===== src/rtl/vx_tex_req_arb_if.sv =====
// Texture request/response bundle between the sources, the arbiter and the texture unit.
// Perf counter outputs exist only when VX_TEX_ARB_PERF_EN is defined.
interface vx_tex_req_arb_if #(
    parameter int unsigned NUM_INPUTS = 4,
    parameter int unsigned REQ_DATAW  = 128,
    parameter int unsigned RSP_DATAW  = 128,
    parameter int unsigned TAG_WIDTH  = 16
`ifdef VX_TEX_ARB_PERF_EN
    ,
    parameter int unsigned PERF_CTR_BITS = 32
`endif
);
    localparam int unsigned SEL_W    = (NUM_INPUTS > 1) ? $clog2(NUM_INPUTS) : 1;
    localparam int unsigned OUT_TAGW = TAG_WIDTH + SEL_W;

    logic [NUM_INPUTS-1:0]           req_valid_in;
    logic [NUM_INPUTS*REQ_DATAW-1:0] req_data_in;
    logic [NUM_INPUTS*TAG_WIDTH-1:0] req_tag_in;
    logic [NUM_INPUTS-1:0]           req_ready_in;
    logic                            req_valid_out;
    logic [REQ_DATAW-1:0]            req_data_out;
    logic [OUT_TAGW-1:0]             req_tag_out;
    logic                            req_ready_out;
    logic                            rsp_valid_in;
    logic [RSP_DATAW-1:0]            rsp_data_in;
    logic [OUT_TAGW-1:0]             rsp_tag_in;
    logic                            rsp_ready_in;
    logic [NUM_INPUTS-1:0]           rsp_valid_out;
    logic [RSP_DATAW-1:0]            rsp_data_out;
    logic [TAG_WIDTH-1:0]            rsp_tag_out;
    logic [NUM_INPUTS-1:0]           rsp_ready_out;
`ifdef VX_TEX_ARB_PERF_EN
    logic [NUM_INPUTS*PERF_CTR_BITS-1:0] perf_stall_cycles;
    logic [PERF_CTR_BITS-1:0]            perf_credit_stalls;
`endif

    modport slave (
        input  req_valid_in, req_data_in, req_tag_in, req_ready_out,
        input  rsp_valid_in, rsp_data_in, rsp_tag_in, rsp_ready_out,
        output req_ready_in, req_valid_out, req_data_out, req_tag_out,
        output rsp_ready_in, rsp_valid_out, rsp_data_out, rsp_tag_out
`ifdef VX_TEX_ARB_PERF_EN
        ,
        output perf_stall_cycles, perf_credit_stalls
`endif
    );

    modport master (
        output req_valid_in, req_data_in, req_tag_in, req_ready_out,
        output rsp_valid_in, rsp_data_in, rsp_tag_in, rsp_ready_out,
        input  req_ready_in, req_valid_out, req_data_out, req_tag_out,
        input  rsp_ready_in, rsp_valid_out, rsp_data_out, rsp_tag_out
`ifdef VX_TEX_ARB_PERF_EN
        ,
        input  perf_stall_cycles, perf_credit_stalls
`endif
    );
endinterface


===== src/rtl/vx_tex_req_arb.sv =====
// Round-robin texture request arbiter with per-source credit limit and response routing.
// Optional perf counters enabled by defining VX_TEX_ARB_PERF_EN.
module vx_tex_req_arb #(
    parameter int unsigned NUM_INPUTS  = 4,
    parameter int unsigned REQ_DATAW   = 128,
    parameter int unsigned RSP_DATAW   = 128,
    parameter int unsigned TAG_WIDTH   = 16,
    parameter int unsigned MAX_PENDING = 8
`ifdef VX_TEX_ARB_PERF_EN
    ,
    parameter int unsigned PERF_CTR_BITS = 32
`endif
) (
    input logic             clk,
    input logic             reset,
    vx_tex_req_arb_if.slave bus
);
    localparam int unsigned SEL_W    = (NUM_INPUTS > 1) ? $clog2(NUM_INPUTS) : 1;
    localparam int unsigned OUT_TAGW = TAG_WIDTH + SEL_W;
    localparam int unsigned CNT_W    = $clog2(MAX_PENDING + 1);
    localparam int unsigned ENT_W    = OUT_TAGW + REQ_DATAW;

    logic [SEL_W-1:0]      rr_q, rr_d;
    logic [CNT_W-1:0]      pend_q [NUM_INPUTS];
    logic [CNT_W-1:0]      pend_d [NUM_INPUTS];
    logic [NUM_INPUTS-1:0] eligible, grant;
    logic [SEL_W-1:0]      grant_idx;
    logic                  grant_vld;

    logic [ENT_W-1:0]      buf_q [2];
    logic [ENT_W-1:0]      push_ent;
    logic                  wr_q, rd_q;
    logic [1:0]            cnt_q, cnt_d;
    logic                  stage_ready, push, pop;

    logic                  rsp_full_q;
    logic [SEL_W-1:0]      rsp_idx_q, rsp_idx_in;
    logic [TAG_WIDTH-1:0]  rsp_tag_q;
    logic [RSP_DATAW-1:0]  rsp_data_q;
    logic                  rsp_fire_out, rsp_ready, rsp_load;

    always_comb begin
        eligible = '0;
        for (int i = 0; i < NUM_INPUTS; i++) begin
            eligible[i] = bus.req_valid_in[i] && (pend_q[i] < CNT_W'(MAX_PENDING));
        end
    end

    // First eligible source at or after rr_q, wrapping.
    always_comb begin
        int idx;
        idx       = 0;
        grant_idx = '0;
        grant_vld = 1'b0;
        for (int k = 0; k < NUM_INPUTS; k++) begin
            idx = int'(rr_q) + k;
            if (idx >= int'(NUM_INPUTS)) idx = idx - int'(NUM_INPUTS);
            if (!grant_vld && eligible[SEL_W'(idx)]) begin
                grant_idx = SEL_W'(idx);
                grant_vld = 1'b1;
            end
        end
        grant = '0;
        if (grant_vld) grant[grant_idx] = 1'b1;
    end

    assign stage_ready = (cnt_q != 2'd2);
    assign push        = grant_vld && stage_ready;
    assign pop         = (cnt_q != 2'd0) && bus.req_ready_out;
    assign push_ent    = {bus.req_tag_in[int'(grant_idx)*TAG_WIDTH +: TAG_WIDTH], grant_idx,
                          bus.req_data_in[int'(grant_idx)*REQ_DATAW +: REQ_DATAW]};

    assign bus.req_ready_in  = stage_ready ? grant : '0;
    assign bus.req_valid_out = (cnt_q != 2'd0);
    assign bus.req_tag_out   = buf_q[rd_q][ENT_W-1:REQ_DATAW];
    assign bus.req_data_out  = buf_q[rd_q][REQ_DATAW-1:0];

    // Single response holding register; a new response may load as the held one drains.
    assign rsp_idx_in   = bus.rsp_tag_in[SEL_W-1:0];
    assign rsp_fire_out = rsp_full_q && bus.rsp_ready_out[rsp_idx_q];
    assign rsp_ready    = !rsp_full_q || rsp_fire_out;
    assign rsp_load     = bus.rsp_valid_in && rsp_ready;

    assign bus.rsp_ready_in = rsp_ready;
    assign bus.rsp_data_out = rsp_data_q;
    assign bus.rsp_tag_out  = rsp_tag_q;

    always_comb begin
        bus.rsp_valid_out = '0;
        if (rsp_full_q) bus.rsp_valid_out[rsp_idx_q] = 1'b1;
    end

    always_comb begin
        rr_d = rr_q;
        if (push) rr_d = (int'(grant_idx) == int'(NUM_INPUTS) - 1) ? '0 : grant_idx + SEL_W'(1);
        unique case ({push, pop})
            2'b10:   cnt_d = cnt_q + 2'd1;
            2'b01:   cnt_d = cnt_q - 2'd1;
            default: cnt_d = cnt_q;
        endcase
        for (int i = 0; i < NUM_INPUTS; i++) begin
            pend_d[i] = pend_q[i];
            if ((push && grant_idx == SEL_W'(i)) && !(rsp_fire_out && rsp_idx_q == SEL_W'(i))) begin
                pend_d[i] = pend_q[i] + CNT_W'(1);
            end else if (!(push && grant_idx == SEL_W'(i)) &&
                         (rsp_fire_out && rsp_idx_q == SEL_W'(i))) begin
                pend_d[i] = pend_q[i] - CNT_W'(1);
            end
        end
    end

    always_ff @(posedge clk) begin
        if (!reset) begin
            rr_q       <= '0;
            cnt_q      <= '0;
            wr_q       <= 1'b0;
            rd_q       <= 1'b0;
            rsp_full_q <= 1'b0;
            for (int i = 0; i < NUM_INPUTS; i++) pend_q[i] <= '0;
        end else begin
            rr_q       <= rr_d;
            cnt_q      <= cnt_d;
            wr_q       <= wr_q ^ push;
            rd_q       <= rd_q ^ pop;
            rsp_full_q <= rsp_load || (rsp_full_q && !rsp_fire_out);
            for (int i = 0; i < NUM_INPUTS; i++) pend_q[i] <= pend_d[i];
        end
    end

    always_ff @(posedge clk) begin
        if (push) buf_q[wr_q] <= push_ent;
        if (rsp_load) begin
            rsp_idx_q  <= rsp_idx_in;
            rsp_tag_q  <= bus.rsp_tag_in[OUT_TAGW-1:SEL_W];
            rsp_data_q <= bus.rsp_data_in;
        end
    end

    rsp_idx_legal: assert property (@(posedge clk) disable iff (!reset)
        rsp_load |-> (32'(rsp_idx_in) < NUM_INPUTS));
    rsp_no_underflow: assert property (@(posedge clk) disable iff (!reset)
        rsp_fire_out |-> (pend_q[rsp_idx_q] != '0));
    req_no_overflow: assert property (@(posedge clk) disable iff (!reset)
        push |-> (pend_q[grant_idx] < CNT_W'(MAX_PENDING)));

`ifdef VX_TEX_ARB_PERF_EN
    logic [PERF_CTR_BITS-1:0] perf_stall_q [NUM_INPUTS];
    logic [PERF_CTR_BITS-1:0] perf_credit_q;
    logic                     credit_blocked;

    always_comb begin
        credit_blocked = 1'b0;
        for (int i = 0; i < NUM_INPUTS; i++) begin
            bus.perf_stall_cycles[i*PERF_CTR_BITS +: PERF_CTR_BITS] = perf_stall_q[i];
            if (bus.req_valid_in[i] && pend_q[i] == CNT_W'(MAX_PENDING)) credit_blocked = 1'b1;
        end
    end
    assign bus.perf_credit_stalls = perf_credit_q;

    always_ff @(posedge clk) begin
        if (!reset) begin
            perf_credit_q <= '0;
            for (int i = 0; i < NUM_INPUTS; i++) perf_stall_q[i] <= '0;
        end else begin
            if (credit_blocked) perf_credit_q <= perf_credit_q + PERF_CTR_BITS'(1);
            for (int i = 0; i < NUM_INPUTS; i++) begin
                if (bus.req_valid_in[i] && !bus.req_ready_in[i]) begin
                    perf_stall_q[i] <= perf_stall_q[i] + PERF_CTR_BITS'(1);
                end
            end
        end
    end
`endif
endmodule

===== src/flat_wrapper.sv =====
// flat-port wrapper written by rule: the top's interface ports become plain ports
module vx_tex_req_arb_flat 
#(
    parameter int unsigned NUM_INPUTS  = 4,
    parameter int unsigned REQ_DATAW   = 128,
    parameter int unsigned RSP_DATAW   = 128,
    parameter int unsigned TAG_WIDTH   = 16,
    parameter int unsigned MAX_PENDING = 8

)
  (clk, reset, bus_req_valid_in, bus_req_data_in, bus_req_tag_in, bus_req_ready_out, bus_rsp_valid_in, bus_rsp_data_in, bus_rsp_tag_in, bus_rsp_ready_out, bus_req_ready_in, bus_req_valid_out, bus_req_data_out, bus_req_tag_out, bus_rsp_ready_in, bus_rsp_valid_out, bus_rsp_data_out, bus_rsp_tag_out);
  vx_tex_req_arb_if #(.NUM_INPUTS(NUM_INPUTS), .REQ_DATAW(REQ_DATAW), .RSP_DATAW(RSP_DATAW), .TAG_WIDTH(TAG_WIDTH)) bus_i ();
  input logic clk;
  input logic reset;
  input wire logic [$bits(bus_i.req_valid_in)-1:0] bus_req_valid_in;
  input wire logic [$bits(bus_i.req_data_in)-1:0] bus_req_data_in;
  input wire logic [$bits(bus_i.req_tag_in)-1:0] bus_req_tag_in;
  input wire logic [$bits(bus_i.req_ready_out)-1:0] bus_req_ready_out;
  input wire logic [$bits(bus_i.rsp_valid_in)-1:0] bus_rsp_valid_in;
  input wire logic [$bits(bus_i.rsp_data_in)-1:0] bus_rsp_data_in;
  input wire logic [$bits(bus_i.rsp_tag_in)-1:0] bus_rsp_tag_in;
  input wire logic [$bits(bus_i.rsp_ready_out)-1:0] bus_rsp_ready_out;
  output wire logic [$bits(bus_i.req_ready_in)-1:0] bus_req_ready_in;
  output wire logic [$bits(bus_i.req_valid_out)-1:0] bus_req_valid_out;
  output wire logic [$bits(bus_i.req_data_out)-1:0] bus_req_data_out;
  output wire logic [$bits(bus_i.req_tag_out)-1:0] bus_req_tag_out;
  output wire logic [$bits(bus_i.rsp_ready_in)-1:0] bus_rsp_ready_in;
  output wire logic [$bits(bus_i.rsp_valid_out)-1:0] bus_rsp_valid_out;
  output wire logic [$bits(bus_i.rsp_data_out)-1:0] bus_rsp_data_out;
  output wire logic [$bits(bus_i.rsp_tag_out)-1:0] bus_rsp_tag_out;
  assign bus_i.req_valid_in = bus_req_valid_in;
  assign bus_i.req_data_in = bus_req_data_in;
  assign bus_i.req_tag_in = bus_req_tag_in;
  assign bus_i.req_ready_out = bus_req_ready_out;
  assign bus_i.rsp_valid_in = bus_rsp_valid_in;
  assign bus_i.rsp_data_in = bus_rsp_data_in;
  assign bus_i.rsp_tag_in = bus_rsp_tag_in;
  assign bus_i.rsp_ready_out = bus_rsp_ready_out;
  assign bus_req_ready_in = bus_i.req_ready_in;
  assign bus_req_valid_out = bus_i.req_valid_out;
  assign bus_req_data_out = bus_i.req_data_out;
  assign bus_req_tag_out = bus_i.req_tag_out;
  assign bus_rsp_ready_in = bus_i.rsp_ready_in;
  assign bus_rsp_valid_out = bus_i.rsp_valid_out;
  assign bus_rsp_data_out = bus_i.rsp_data_out;
  assign bus_rsp_tag_out = bus_i.rsp_tag_out;
  vx_tex_req_arb #(.NUM_INPUTS(NUM_INPUTS), .REQ_DATAW(REQ_DATAW), .RSP_DATAW(RSP_DATAW), .TAG_WIDTH(TAG_WIDTH), .MAX_PENDING(MAX_PENDING)) u_core (.clk(clk), .reset(reset), .bus(bus_i));
endmodule

===== config.mk =====
export PLATFORM = sky130hd
export DESIGN_NAME = vx_tex_req_arb_flat
export DESIGN_NICKNAME = d
export VERILOG_FILES = /design/src/rtl/vx_tex_req_arb_if.sv /design/src/rtl/vx_tex_req_arb.sv /design/src/flat_wrapper.sv
export SDC_FILE = /design/constraint.sdc
export NUM_CORES = 1
export LEC_CHECK = 0
export CORE_AREA = 5 5 398 400
export CTS_CLUSTER_SIZE = 12
export DETAILED_ROUTE_END_ITERATION = 10
export DIE_AREA = 0 0 403 405
export GPL_ROUTABILITY_DRIVEN = 0
export PLACE_DENSITY_LB_ADDON = 0.15
export SLEW_MARGIN = 20
export SYNTH_ARGS = -nofsm -noshare
export SYNTH_HDL_FRONTEND = slang
export SYNTH_SLANG_ARGS = --single-unit
export TNS_END_PERCENT = 5

===== constraint.sdc =====
create_clock -name clk -period 12.3 [get_ports clk]
set_input_delay 2.46 -clock clk [delete_from_list [all_inputs] [get_ports clk]]
set_output_delay 2.46 -clock clk [all_outputs]
set_load 0.01 [all_outputs]

# == Word level (Yosys, flattened, before mapping) ==
# Memory sizes are Yosys's and may differ from the RTL's. A register that Yosys moved wholly into a read port is not among the register bits.
# Cells that the tools add are included.
# totals
ff_bits,153
ram_bits,308
inputBits,734
out_inout_bits,300
wordCells,163
memories,2
# classes
add_sub_neg,18
n_lt_le_gt_ge,16
eq_ne,10
shifts,2
n_mux,52
bitwise,6
n_reduce_logical,49
# memory_table
name,words,width,rd,rd_ports_with_merged_regs,write_ports,line_no,source
u_core.buf_q,2,146,1,1,1,vx_tex_req_arb.sv:30,logic [ENT_W-1:0] buf_q [2];
u_core.pend_q,4,4,4,0,4,vx_tex_req_arb.sv:24,logic [CNT_W-1:0] pend_q [NUM_INPUTS];
# op_table
cell,n
$shiftx 512x10->128,1
$shiftx 64x7->16,1
$mux 4,15
$logic_and 1x1->1,30
$mux 1,20
$mux 2,9
$add 4x1->4 const B,4
$lt 2x4->1 const B,4
$lt 4x4->1 const B,4
$sub 4x1->4 const B,4
$logic_not 1->1,13
$bmux 1 s2,5
$eq 2x2->1 const B,5
$sub 2x1->2 const B,5
$ge 3x3->1 const B,3
$eq 2x1->1 const B,4
$add 2x2->3 const B,2
$lt 2x3->1 const B,2
$add 2x1->2 const B,2
$demux 1 s2,2
$ge 2x1->1 const B,2
$logic_not 2->1,2
$or 1x1->1,4
$pmux 2 s2,1
other kinds (6),9

# == Longest topological paths before layout ==
# An unclocked memory read counts as a cell.
# depth
word_depth,23
mapped_depth,16
mapped_depth_nobuf,13

# == Least setup slack after synthesis ==
# OpenSTA, ideal clock, no wires.
# synth_timing
path_kind,input to register
from,input bus_req_valid_in[3]
to,memory u_core.buf_q[0][0] (netlist name) (enable)
setup_time_ps,524
t_arrival_ps,6513
required_time_ps,11776
path_slack_ps,5263
path_stages,5
n_path_buf,1
cell_sequence,nand2b_1 -> buf_2 -> a41o_1 -> inv_1 -> ha_1
# synth_between
elab_chain_cells,17
word_cells_on_any_way,26
classes_between,mux (18); reduce/logical (8)
# synth_rtl
element,line_no,source
from (decl),flat_wrapper.sv:15,input wire logic [$bits(bus_i.req_valid_in)-1:0] bus_req_valid_in;
$logic_and 1x1->1 *,vx_tex_req_arb.sv:45,eligible[i] = bus.req_valid_in[i] && (pend_q[i] < CNT_W'(MAX_PENDING));
$bmux 1 s2,vx_tex_req_arb.sv:58,if (!grant_vld && eligible[SEL_W'(idx)]) begin
$mux 1 (implied by the code) (2 in series),vx_tex_req_arb.sv:58,
$mux 1,vx_tex_req_arb.sv:58,
$logic_not 1->1,vx_tex_req_arb.sv:58,
$logic_and 1x1->1,vx_tex_req_arb.sv:58,
$mux 1,vx_tex_req_arb.sv:58,
$logic_not 1->1,vx_tex_req_arb.sv:58,
$logic_and 1x1->1,vx_tex_req_arb.sv:58,
$mux 1,vx_tex_req_arb.sv:58,
$logic_not 1->1,vx_tex_req_arb.sv:58,
$logic_and 1x1->1,vx_tex_req_arb.sv:58,
$mux 1 *,vx_tex_req_arb.sv:58,
$logic_and 1x1->1 *,vx_tex_req_arb.sv:68,assign push = grant_vld && stage_ready;
named net u_core.push,vx_tex_req_arb.sv:34,"logic stage_ready, push, pop;"
$mux 1 *,vx_tex_req_arb.sv:131,if (push) buf_q[wr_q] <= push_ent;
$mux 1 (implied by the code) *,vx_tex_req_arb.sv:131,
to (decl),vx_tex_req_arb.sv:30,
# Mark *: on every way through the listed nets, which the timed path passes. The rest lies on a longest branch. The select of a mux whose other input is x is not followed.

# == Worst setup path in the final report ==
# layout_timing
from,input bus_req_valid_in[3]
to,output bus_req_ready_in[3]
# layout_between
elab_chain_cells,20
word_cells_on_any_way,34
classes_between,order compare (2); mux (24); reduce/logical (8)
# layout_rtl
element,line_no,source
$logic_and 1x1->1 *,vx_tex_req_arb.sv:45,
$bmux 1 s2,vx_tex_req_arb.sv:58,
$mux 1 (implied by the code) (2 in series),vx_tex_req_arb.sv:58,
$mux 1,vx_tex_req_arb.sv:58,
$logic_not 1->1,vx_tex_req_arb.sv:58,
$logic_and 1x1->1,vx_tex_req_arb.sv:58,
$mux 1,vx_tex_req_arb.sv:58,
$logic_not 1->1,vx_tex_req_arb.sv:58,
[3 not listed],n/a,
$logic_and 1x1->1,vx_tex_req_arb.sv:58,
$mux 2,vx_tex_req_arb.sv:58,
$lt 2x3->1 (implied by the code) / $ge 2x1->1 (equally long branches),vx_tex_req_arb.sv:64,if (grant_vld) grant[grant_idx] = 1'b1;
$logic_and 1x1->1 (implied by the code),vx_tex_req_arb.sv:64,
$mux 1 (implied by the code),vx_tex_req_arb.sv:64,
$demux 1 s2,n/a,
$mux 4 *,vx_tex_req_arb.sv:64,
$mux 4 *,vx_tex_req_arb.sv:73,assign bus.req_ready_in = stage_ready ? grant : '0;
to (decl),flat_wrapper.sv:23,output wire logic [$bits(bus_i.req_ready_in)-1:0] bus_req_ready_in;
# Every way passes the cells marked *; elsewhere a longest branch is shown, timed or not. The select of a mux whose other input is x is not followed.

==> flow_summary_export.csv <==
group,metric,value,unit
floorplanning,core,0.155,mm2
worst_setup_path,startpoint_type,"input pin",
route,wire_per_inst,27.6,um
synthesis,syn_inst,1696,
synthesis,yosysUniqueCellTypes,44,
worst_setup_path,cp-end-kind,"output pin",
route,drc,0,
route,finalWirelength,131000,um
synthesis,ys_warn_count,0,
cts,hold_buffers,0,
placed_design,pre_cts_slack,4.51,ns
floorplanning,ios,1034,
route,route.met2.wl,65800,um
cells_and_area,fin_nets,3367,
route,wl_met1,49100,um
timing,hold_ws,0.479,ns
worst_setup_path,worstPathMaxFanout,46,
synthesis,synth_flop_cell,"edfxtp_1",
synthesis,synth.area.top_cells,"edfxtp_1 (59%), mux2_2 (7.3%), o21ai_0 (5.9%), a311oi_1 (5.6%), a32oi_1 (5.6%)",
flow_run,cap_viol_max_count,0,
cts,cts.sinks,462,
grt,antenna_found_initial,59,
timing,timing.final.ws_setup,4.59,ns
floorplanning,die_w,403,um
cts,cts-buffers-inserted,61,
cts,clock_latency,0.65,ns
timing,slew_viol_final,0,
run_status,status,"complete, no violations",
cts,cts-root-buf,"clkbuf_16",
synthesis,synthDominantCellAreaShare,58.7,%
cts,clk_path_buf_depth,3,
worst_hold_path,hold_path_depth,2,
worst_setup_path,r2r_slack,7.77,ns
route,vias,20000,
synthesis,synth_top_area_cell,"edfxtp_1",
worst_hold_path,min_path_type,"flip-flop to flip-flop",
route,top_layer_used,"met5",
timing,fin_crit,7.71,ns
floorplanning,dieArea,0.163,mm2
synthesis,synth-seq-cells,462,
grt,grt_max_degree,153,
timing,slew_headroom,10.9,%
cells_and_area,area_growth,64.1,%
route,first_pass_iters,6,
timing,fin_crit_sh,62.7,%
power_and_ir_drop,p_per_area,239,mW/mm2
worst_setup_path,crit_arrival,5.25,ns
timing,setup-violations-final,0,
timing,finClkSkew,0.0215,ns
synthesis,ys_seq_area_share,60.9,%
power_and_ir_drop,p_leak,0.0117,uW
cts,clkTransAtPathRegs,0.06,ns
floorplanning,num_rows,145,
worst_setup_path,path_class,"input pin to output pin",
synthesis,netlist_area,0.0224,mm2
timing,hold_violations,0,
placed_design,place_hpwl,96600,um
grt,grt_util_all_layers,14.9,%
power_and_ir_drop,peakVddDrop,0.129,mV
synthesis,synth-edff-count,438,
floorplanning,die_h,405,um
cts,cts_setup_buffers,0,
cts,cts_tree,"yes",
timing,tightest_slew,1.34,ns
cells_and_area,mostFrequentLayoutCells,"clkdlybuf4s50_1 (1032), edfxtp_1 (438), o21ai_0 (263)",
timing,fmax,130,MHz
worst_setup_path,cp.required,9.84,ns
timing,finalSetupTns,0,ns
cts,cts_resized,0,
worst_setup_path,r2r_cells,7,
placed_design,io_buffers,1033,
synthesis,syn_avg_cell_area,13.2,um2
cells_and_area,drive_above_1_share,10.5,%
route,final_antenna_net_count,0,
grt,grt_first_pass_wirelength,172000,um
floorplanning,start_util,14.5,%
route,drt_iter0_drc,1400,
route,wl_met3,11000,um
synthesis,async_flop_share,0,%
cells_and_area,mostFrequentLayoutCell,"clkdlybuf4s50_1",
timing,rsz0062_at_grt,"no",
cts,h-tree-depth,2,
grt,overflow,0,
grt,grt_pass1_vias,20400,
route,viasPerCell,4.22,
synthesis,syn-num-nets,2450,
## where the power goes
| part | internal (uW) | switching (uW) |
|---|---|---|
| clock network | 971 | 721 |
| logic | 1730 | 2610 |
| registers | 2600 | 136 |
## registers in the layout, summed over array words and instances (netlist names), named ones only
name / count
u_core.buf_q: 292
u_core.bus.rsp_data_out: 128
u_core.bus.rsp_tag_out: 16
u_core.cnt_q: 2
u_core.pend_q: 16
u_core.rd_q: 1
u_core.rr_q: 2
u_core.rsp_full_q: 1
u_core.rsp_idx_q: 2
u_core.wr_q: 1
## worst paths after layout
check | start | to
worst max-delay path | bus_req_valid_in[3] | bus_req_ready_in[3]
worst min-delay path | u_core.pend_q[3][3] | u_core.pend_q[3][3]
worst max register to register | u_core.pend_q[2][3] | u_core.buf_q[1][15]
worst min register to register | u_core.pend_q[3][3] | u_core.pend_q[3][3]
## routing by layer
layer	GRT usage (%)	up-vias
li1	-	8937
met1	16.7	9959
met2	26.1	890
met3	5.25	191
met4	5.54	20
met5	0	-
## cell type report
type | count | area, um2
Clock buffer | 82 | 1640
Fill cell | 16600 | 118000
Timing Repair Buffer | 1067 | 10700
Inverter | 9 | 33.8
Clock inverter | 29 | 240
Sequential cell | 462 | 13600
Multi-Input combinational cell | 1012 | 7930
Tap cell | 2058 | 2570
Antenna cell | 24 | 60.1
## critical path, stage by stage
cell and delay (ns):
clkdlybuf4s50_1 0.46, nand2b_1 0.29, a211o_4 0.73, nor2_2 0.38, ha_1 0.22, and2_1 0.14, clkdlybuf4s50_1 0.54
## metrics by stage
stage	area, um2	power (uW)	cells	utilization [%]
floorplan	22400	5000	1696	-
global placement	34800	7230	4608	22.5
detailed placement	34800	7230	4608	22.5
CTS	36700	9000	4719	23.7
global route	36700	9290	4732	23.7
finish	36800	8770	4743	23.7
## cells by family after synthesis
kind of cell | synth area share, %
DFF | 60.9
AOI/OAI and AO/OA | 23.3
adders and majority gates | 1.25
buffers and inverters | 4.16
muxes | 7.98
and+or+nand+nor | 1.99
xor gates and xnor gates | 0.430
## cell usage after synthesis, types with 2 or more instances
master / instances
inv_1: 9
dfxtp_1: 24
nor2_1: 10
and2_1: 13
and3_1: 3
clkbuf_1: 156
a32oi_1: 144
ha_1: 16
o21ai_0: 263
and3b_1: 2
xnor2_1: 11
nor2_2: 2
a21boi_0: 3
nor2b_1: 9
nand2b_1: 9
buf_2: 45
a21oi_1: 5
a22oi_1: 144
edfxtp_1: 438
mux2i_1: 12
nand2_1: 16
mux2_2: 146
nor3b_1: 3
buf_4: 11
a21o_1: 4
nor3_1: 4
a311oi_1: 144
o21ai_1: 31
fa_1: 4
No activity file was read; power rests on OpenSTA's default activity.
